### config.mk
export PLATFORM = sky130hd
export DESIGN_NAME = entity_pixel_renderer
export DESIGN_NICKNAME = d
export VERILOG_FILES = /design/src/rtl/entity_pixel_renderer_pkg.sv /design/src/rtl/entity_pixel_renderer_sprite_rom.sv /design/src/rtl/entity_pixel_renderer.sv
export SDC_FILE = /design/constraint.sdc
export NUM_CORES = 1
export LEC_CHECK = 0
export ABC_CLOCK_PERIOD_IN_PS = 2900
export BUFFER_PORTS_ARGS = -buffer_cell sky130_fd_sc_hd__clkbuf_2
export CORE_ASPECT_RATIO = 2
export CORE_UTILIZATION = 30
export CTS_CLUSTER_SIZE = 40
export DETAILED_ROUTE_END_ITERATION = 6
export PLACE_DENSITY = 0.59
export SETUP_SLACK_MARGIN = 0.05
export SYNTH_ARGS = -nofsm -noshare
export SYNTH_HDL_FRONTEND = slang
export SYNTH_SLANG_ARGS = --single-unit
export TNS_END_PERCENT = 1
### constraint.sdc
create_clock -name clk -period 2.9 [get_ports clk]
set_clock_uncertainty 0.15 [all_clocks]
set_input_delay 0.58 -clock clk [delete_from_list [all_inputs] [get_ports clk]]
set_output_delay 0.58 -clock clk [all_outputs]
set_load 0.02 [all_outputs]
### src/rtl/entity_pixel_renderer_pkg.sv
// Shared constants, entity-code layout and orientation encodings for the
// entity pixel renderer and its sprite ROM.
package entity_pixel_renderer_pkg;

  localparam int unsigned UPSCALE_FACTOR = 5;
  localparam int unsigned TILE_SIZE      = 8;
  localparam int unsigned TILE_LEN_PIXEL = UPSCALE_FACTOR * TILE_SIZE;
  localparam int unsigned SCREEN_SIZE_H  = 640;
  localparam int unsigned SCREEN_SIZE_V  = 480;

  localparam int unsigned COUNTER_W  = 10;
  localparam int unsigned ENTITY_W   = 9;
  localparam int unsigned ID_W       = 4;
  localparam int unsigned ROW_W      = 3;
  localparam int unsigned ORIENT_W   = 2;
  localparam int unsigned UP_W       = 3;
  localparam int unsigned COL_W      = 3;
  localparam int unsigned ROM_ADDR_W = ID_W + ROW_W;
  localparam int unsigned ROM_DATA_W = TILE_SIZE;
  localparam int unsigned TILE_BITS  = TILE_SIZE * TILE_SIZE;

  localparam logic [ENTITY_W-1:0] ENTITY_NONE = 9'h1FF;
  localparam logic [ID_W-1:0]     ID_EMPTY    = 4'hF;

  typedef enum logic [ORIENT_W-1:0] {
    ORIENT_NORM         = 2'b00,
    ORIENT_MIRROR       = 2'b01,
    ORIENT_TRANS        = 2'b10,
    ORIENT_TRANS_MIRROR = 2'b11
  } orient_e;

  // Entity code as delivered by the detection-combination unit (MSB first).
  typedef struct packed {
    logic [ROW_W-1:0] row;
    logic [ID_W-1:0]  id;
    orient_e          orient;
  } entity_t;

endpackage

### src/rtl/entity_pixel_renderer_sprite_rom.sv
// Sprite art: 16 sprites of 8x8 pixels, one 8-bit row per lookup.
// Ports:
//   addr       in  {id, row} of the requested sprite row
//   row_bits_c out 8-bit row, column 0 in bit 7 (combinational)
module sprite_rom
  import entity_pixel_renderer_pkg::*;
(
  input  logic [ROM_ADDR_W-1:0] addr,
  output logic [ROM_DATA_W-1:0] row_bits_c
);

  logic [ID_W-1:0]      id;
  logic [ROW_W-1:0]     rr;
  logic [TILE_BITS-1:0] tile;

  assign id = addr[ROM_ADDR_W-1 -: ID_W];
  assign rr = addr[ROW_W-1:0];

  // Each tile holds row 0 in its top byte; ID F is the empty sprite.
  always_comb begin
    tile = '0;
    case (id)
      4'h0:    tile = 64'h3C42_8181_8181_423C;
      4'h1:    tile = 64'h8142_2418_1824_4281;
      4'h2:    tile = 64'hFF81_8181_8181_81FF;
      4'h3:    tile = 64'h1818_18FF_FF18_1818;
      4'h4:    tile = 64'h0102_0408_1020_4080;
      4'h5:    tile = 64'hAA55_AA55_AA55_AA55;
      4'h6:    tile = 64'hF0F0_F0F0_0F0F_0F0F;
      4'h7:    tile = 64'h0018_3C7E_FFFF_6600;
      4'h8:    tile = 64'h7E81_A581_A599_817E;
      4'h9:    tile = 64'hC3C3_0000_0000_C3C3;
      4'hA:    tile = 64'h1038_7CFE_7C38_1000;
      4'hB:    tile = 64'hFFFF_0000_FFFF_0000;
      4'hC:    tile = 64'h8040_2010_0804_0201;
      4'hD:    tile = 64'h3C3C_3C3C_3C3C_3C3C;
      4'hE:    tile = 64'h0F1F_3F7F_FEFC_F8F0;
      default: tile = '0;
    endcase
    // Row r sits at bits [8*(7-r) +: 8]; ~rr is 7-r.
    row_bits_c = tile[{~rr, 3'b000} +: ROM_DATA_W];
  end

endmodule

### src/rtl/entity_pixel_renderer.sv
// Turns the per-pixel entity code into a sprite pixel: tracks the sub-tile
// column from counter_H, applies entity orientation and reads the sprite ROM.
// Two-cycle latency from counter_H/in_entity to the outputs.
// Ports:
//   clk, reset   pixel clock, asynchronous active-high reset
//   counter_H/V  scan position (H advances by one per clock)
//   in_entity    {row, id, orient}; ID F means no entity
//   pixel_on     sprite pixel set (registered)
//   pixel_id     entity ID for palette selection (registered)
//   pixel_valid  output corresponds to an active-area pixel (registered)
module entity_pixel_renderer #(
  parameter int unsigned UPSCALE_FACTOR = entity_pixel_renderer_pkg::UPSCALE_FACTOR,
  parameter int unsigned TILE_SIZE      = entity_pixel_renderer_pkg::TILE_SIZE,
  parameter int unsigned H_ACTIVE       = entity_pixel_renderer_pkg::SCREEN_SIZE_H,
  parameter int unsigned V_ACTIVE       = entity_pixel_renderer_pkg::SCREEN_SIZE_V
) (
  input  logic       clk,
  input  logic       reset,
  input  logic [9:0] counter_H,
  input  logic [9:0] counter_V,
  input  logic [8:0] in_entity,
  output logic       pixel_on,
  output logic [3:0] pixel_id,
  output logic       pixel_valid
);

  import entity_pixel_renderer_pkg::*;

  entity_t ent;
  assign ent = entity_t'(in_entity);

  // Stage 0: sub-tile column tracker. up_next/col_next describe the pixel
  // currently on counter_H; the registers hold the previous pixel's values.
  logic [UP_W-1:0]  up_cnt, up_next;
  logic [COL_W-1:0] col_cnt, col_next;

  always_comb begin
    up_next  = UP_W'(up_cnt + 1'b1);
    col_next = col_cnt;
    if (counter_H == '0) begin
      up_next  = '0;
      col_next = '0;
    end else if (up_cnt == UP_W'(UPSCALE_FACTOR - 1)) begin
      up_next  = '0;
      col_next = (col_cnt == COL_W'(TILE_SIZE - 1)) ? '0 : COL_W'(col_cnt + 1'b1);
    end
  end

  always_ff @(posedge clk or posedge reset) begin
    if (reset) begin
      up_cnt  <= '0;
      col_cnt <= '0;
    end else begin
      up_cnt  <= up_next;
      col_cnt <= col_next;
    end
  end

  // Stage 1: capture entity fields, column and active-area flag.
  logic [ROW_W-1:0] s1_row;
  logic [ID_W-1:0]  s1_id;
  orient_e          s1_orient;
  logic [COL_W-1:0] s1_col;
  logic             s1_active;
  logic             s1_blank;

  always_ff @(posedge clk or posedge reset) begin
    if (reset) begin
      s1_row    <= '0;
      s1_id     <= '0;
      s1_orient <= ORIENT_NORM;
      s1_col    <= '0;
      s1_active <= 1'b0;
      s1_blank  <= 1'b1;
    end else begin
      s1_row    <= ent.row;
      s1_id     <= ent.id;
      s1_orient <= ent.orient;
      s1_col    <= col_next;
      s1_active <= (counter_H < COUNTER_W'(H_ACTIVE)) && (counter_V < COUNTER_W'(V_ACTIVE));
      s1_blank  <= (ent.id == ID_EMPTY);
    end
  end

  // Orientation map from screen (row, col) to ROM (rr, cc); ~x is 7-x.
  logic [ROW_W-1:0] rom_rr;
  logic [COL_W-1:0] rom_cc;

  always_comb begin
    rom_rr = s1_row;
    rom_cc = s1_col;
    case (s1_orient)
      ORIENT_NORM:         begin rom_rr = s1_row;  rom_cc = s1_col;  end
      ORIENT_MIRROR:       begin rom_rr = s1_row;  rom_cc = ~s1_col; end
      ORIENT_TRANS:        begin rom_rr = s1_col;  rom_cc = s1_row;  end
      ORIENT_TRANS_MIRROR: begin rom_rr = ~s1_col; rom_cc = s1_row;  end
      default:             begin rom_rr = s1_row;  rom_cc = s1_col;  end
    endcase
  end

  logic [ROM_DATA_W-1:0] rom_row;
  logic                  rom_bit;

  sprite_rom u_sprite_rom (
    .addr       ({s1_id, rom_rr}),
    .row_bits_c (rom_row)
  );

  // Column 0 is the MSB of the row.
  assign rom_bit = rom_row[~rom_cc];

  // Stage 2: registered outputs.
  always_ff @(posedge clk or posedge reset) begin
    if (reset) begin
      pixel_on    <= 1'b0;
      pixel_id    <= ID_EMPTY;
      pixel_valid <= 1'b0;
    end else begin
      pixel_on    <= s1_active & ~s1_blank & rom_bit;
      pixel_id    <= s1_blank ? ID_EMPTY : s1_id;
      pixel_valid <= s1_active;
    end
  end

endmodule

* Word level (Yosys, flattened, before mapping)
Memories as Yosys holds them, arrays and structs flattened.
Index checks and enable logic that the tools add are counted.
** Storage, ports and cells
- Latch bits :: 0
- Output and inout port bits :: 6
- Bits in registers :: 23
- Memories kept :: 1
- Bits in read-only memories :: 1024
- Bits in writable memories :: 0
** Operators by class
- Multiplexer cells :: 10
- $add $sub $neg :: 2
- Div/mod/pow operators :: 0
- Shifts and indexed selects :: 1
- Equality and inequality tests :: 6
- Bitwise operators :: 6
- Reductions and logical operators :: 6
- Magnitude comparators :: 3
- $mul :: 0
** Memories
- (no name shown) :: depth 16, width 64, rd ports 1, clocked after memory_dff 0, write ports 0, RTL line entity_pixel_renderer_sprite_rom.sv:22 : case (id)
** Operator list (number)
- 64-bit by 7-bit variable part select with 8-bit output :: 1
- 3-bit case mux with 3 select lines :: 2
- 3-bit 2-to-1 mux :: 5
- 10-bit logical NOT :: 1
- 10-bit less-than comparator, second input constant :: 1
- 10-bit by 9-bit less-than comparator with 1-bit output, second input constant :: 1
- 3-bit inverter :: 3
- 3-bit by 1-bit adder with 3-bit output, second input constant :: 2
- 3-bit == test, second input constant :: 2
- 2-bit == test, second input constant :: 2
- 4-bit == test, second input constant :: 1
- 3-bit by 4-bit less-than comparator with 1-bit output, second input constant :: 1
- 4-bit 2-to-1 mux :: 1
- 2-bit OR reduction :: 2
- 1-bit binary-select mux with 3-bit select :: 1
- 1-bit bitwise AND :: 2
- 2-bit by 1-bit == test with 1-bit output, second input constant :: 1
- 2-bit logical NOT :: 1
- 2-bit nonzero test :: 1
- 1-bit logical AND :: 1
- 1-bit 2-to-1 mux :: 1
- 1-bit inverter :: 1

* Logic depth before layout (Yosys ltp)
- Word-level depth :: 8
- Mapped depth :: 11
- Gate-level depth less buffers :: 9

* Cells and area by module
From an unflattened synthesis, not the netlist that was laid out.
** Unflattened totals
- Cells, all modules :: 350
- Area, all modules :: 2685.1 um^2
** Modules (own cells, without submodules)
- sprite_rom :: cells an instance 257, instances 1, area each 1657.8 um^2
- entity_pixel_renderer :: cells an instance 93, instances 1, area each 1027.2 um^2

* Least setup slack after synthesis
OpenSTA, ideal clock, no wires.
- Kind :: reg2reg
- Start point :: register s1_id[1]
- End point :: register pixel_on
- Data arrival time :: 2.589 ns
- Period minus slack after synthesis :: 2.872 ns
- Cell stages (with the launch flop) :: 12
- Library setup time :: 0.133 ns
- Buffers on the path :: 2
- Path slack :: 0.028 ns
- Path through :: dfrtp_1 clkbuf_1 inv_1 ha_1 clkbuf_1 mux2_2 mux2_2 mux2i_1 o22ai_1 a221o_1 a31oi_1 a31oi_1
** Between the ends
- Cells in the longest elaborated chain, start to end :: 5
** RTL lines
- from (decl) :: RTL line entity_pixel_renderer.sv:61 : logic [ID_W-1:0] s1_id;
- from (signal assigned) :: RTL line entity_pixel_renderer.sv:77 : s1_id <= ent.id;
- memory 16 x 64 bit
- 64-bit by 7-bit variable part select with 8-bit output :: RTL line entity_pixel_renderer_sprite_rom.sv:41 : row_bits_c = tile[{~rr, 3'b000} +: ROM_DATA_W];
- 1-bit binary-select mux with 3-bit select :: RTL line entity_pixel_renderer.sv:110 : assign rom_bit = rom_row[~rom_cc];
- 1-bit 2-to-1 mux (not written as such) :: RTL line entity_pixel_renderer.sv:110
- 1-bit bitwise AND :: RTL line entity_pixel_renderer.sv:119 : pixel_on <= s1_active & ~s1_blank & rom_bit;
- to (signal assigned) :: RTL line entity_pixel_renderer.sv:119
- to (decl) :: RTL line entity_pixel_renderer.sv:22 : output logic pixel_on,
Every way passes these cells. The select of a mux whose other input is x is not followed.
A chain may end at the register's enable or synchronous reset.

* Worst setup path in the final report
- Start point :: register s1_id[0]
- End point :: register pixel_on
The elaborated chain is that of the path after synthesis.

==> impl_metrics.json <==
{
  "outcome": "complete, no violations",
  "vias": 2782,
  "clkTransAtPathRegs_ps": 60,
  "synthTopCellsByArea": "dfrtp_1 (16%), mux4_2 (5.7%), ha_1 (5.4%)",
  "rsz0062_at_grt": "false",
  "maxSlewViolCount": 0,
  "initial_core_util_pct": 30.8,
  "tightest_slew_ps": 845,
  "p_per_area_mw_per_mm2": 531,
  "nNetsFinal": 412,
  "yosysSeqAreaShare_pct": 21.1,
  "yosys.area.top_type": "dfrtp_1",
  "drt_iter0_drc": 226,
  "grt_usage_pct": 22.0,
  "grt_pass1_wl_um": 15800,
  "core_mm2": 0.00895,
  "wl_met3_um": 321,
  "wirelength_um": 10200,
  "start_kind": "flop",
  "rows": 49,
  "ctsHoldBuffers": 0,
  "hold_depth": 0,
  "fin_crit_ps": 2770,
  "drv_cap": 0,
  "met1Wirelength_um": 3270,
  "slew-limit-headroom_pct": 43.6,
  "grt_pass1_vias": 2830,
  "worstPathRequired_ps": 2880,
  "drt-pass1-iter-count": 5,
  "synth_edf_count": 0,
  "dp_hpwl_um": 8050,
  "antenna_found_initial": 0,
  "worstPathMaxFanout": 17,
  "gp_congestion": 1.05,
  "dieArea_mm2": 0.00960,
  "nFillCells": 930,
  "grt_max_degree": 30,
  "io_buffers": 31,
  "syn_area_mm2": 0.00276,
  "syn_area_per_cell_um2": 8.49,
  "hold_ws_ps": 231,
  "cpPeakStageDelay_ps": 520,
  "tns_ps": 0,
  "syn_nets": 368,
  "hp-class": "flop to flop",
  "overflow": 0,
  "cts_buffers": 3,
  "ant_nets": 0,
  "yosys_warnings": 0,
  "root_buffer": "clkbuf_16",
  "syn_inst": 325,
  "drc": 0,
  "cts_tree": "yes",
  "max_freq_mhz": 361,
  "wl_met2_um": 5700,
  "ir_drop_uv": 427,
  "clk_path_buf_depth": 2,
  "finalCritPeriodShare_pct": 95.6,
  "setup_viol": 0,
  "synth_flop_cell": "dfrtp_1",
  "crit_path_end_kind": "flop",
  "reg2reg_depth": 10,
  "crit_arrival_ps": 2750,
  "area_delta_synth_final_pct": 20.0,
  "layout_common_cells": "clkbuf_2 (31), buf_4 (31), nand2_1 (27)",
  "insertion_delay_ps": 260,
  "n_antenna_cell": 0,
  "pin_count": 37,
  "drt-vias-per-instance": 5.92,
  "drive_gt1_share_pct": 33.4,
  "hold_viol": 0,
  "wl_per_cell_um": 21.7,
  "crit_path_top_delay_cell": "mux4_2",
  "cts.htree.levels": 1,
  "path_class": "flop to flop",
  "die_x_um": 69.8,
  "p_leak_nw": 1.41,
  "path_cells": "buf_4 > ha_2 > inv_1 > buf_4 > mux4_2 > mux2i_2 > o22ai_1 > a221o_1 > a31oi_1 > a31oi_1",
  "ys_ff_latch": 23,
  "clkSinkCount": 23,
  "ys_types": 64,
  "netlist.area_leader.share_pct": 16.3,
  "die_h_um": 138,
  "highest_layer": "met4",
  "async_flop_share_pct": 100
}
flip-flops by register name, indices dropped and copies added (netlist names):
register     cells
pixel_id         4
s1_id            4
s1_col           3
s1_row           3
up_cnt           3
s1_orient        2
pixel_on         1
pixel_valid      1
s1_active        1
s1_blank         1
cell usage after synthesis, types with 4 or more instances:
cell      instances
o211ai_1          7
dfstp_2           5
nand3_1           8
dfrtp_1          18
o21ai_0          13
inv_1            13
a211oi_1         12
a21oi_1          19
mux2i_1          14
xnor2_1           5
buf_6             5
buf_4             5
mux4_2            7
nor2b_1           9
or2_2             6
ha_1             12
nand2b_1         11
nor2_1           22
a31oi_1          10
mux2_2           12
buf_2            13
clkbuf_1          4
nand2_1          27
final timing paths:
check,endpoint,slack [ps],startpoint
setup / recovery,pixel_on,130,s1_id[0]
hold / removal,pixel_valid,230,s1_active
setup reg to reg,pixel_on,130,s1_id[0]
hold reg to reg,pixel_valid,230,s1_active
max in group asynchronous,s1_id[3],1710,reset
min in group asynchronous,s1_id[2],310,reset
critical path, delay by kind of cell (launching register included):
kind	cells	cell delay (ps)
DFF	1	350
buffers and inverters	3	460
AOI/OAI and AO/OA	4	700
adders and majority gates	1	260
muxes	2	720
metrics by stage:
stage | power, mW | cells | instance area, um2 | worst slack [ps] | util (%)
after floorplan | 1.10 | 325 | 2760 | 82.4 | -
after global placement | 1.40 | 466 | 3180 | 20.1 | 35.6
after detailed placement | 1.41 | 466 | 3180 | 49.4 | 35.6
after CTS | 1.73 | 470 | 3270 | 75.1 | 36.6
after global routing | 1.87 | 470 | 3310 | 51.1 | 37.0
final | 1.76 | 470 | 3310 | 127 | 37.0
cell families (layout without fill, tap and decap cells):
kind of cell | count (synthesis) | after routing | synth area share (%)
fa+ha+maj | 12 | 12 | 5.44
xor+xnor | 7 | 7 | 2.50
compound gates | 102 | 102 | 26.5
flops | 23 | 23 | 21.1
buf+inv | 42 | 85 | 8.35
mux | 35 | 35 | 16.8
simple gates | 104 | 104 | 19.3
cell type report:
class | count | area (um2) | share of cell area, %
flip-flops and latches | 23 | 583 | 17.6
repair buffers | 67 | 479 | 14.5
multi-input cells | 260 | 1980 | 59.9
clock buffers | 3 | 75.1 | 2.27
clock inverters | 1 | 7.51 | 0.227
inverters | 14 | 52.6 | 1.59
well taps | 102 | 128 | 3.86
per-layer routing:
layer / up-vias / global-route usage [%]
met2: 108 / 44.4
met5: - / 0
met4: 0 / 15.2
met3: 46 / 1.61
met1: 1327 / 20.2
li1: 1301 / -
power breakdown:
| group | internal (mW) | switching, mW | total [mW] |
|---|---|---|---|
| combinational | 0.432 | 0.565 | 0.996 |
| sequential | 0.381 | 0.0723 | 0.453 |
| clock | 0.187 | 0.119 | 0.306 |
timing repair:
item,CTS,global route
hold endpoints to repair,0,0
setup buffers,0,0
setup endpoints to repair,1,1
gates resized for setup,2,12
pin swaps,0,3
Note: power is estimated with default switching activity, not from simulation.
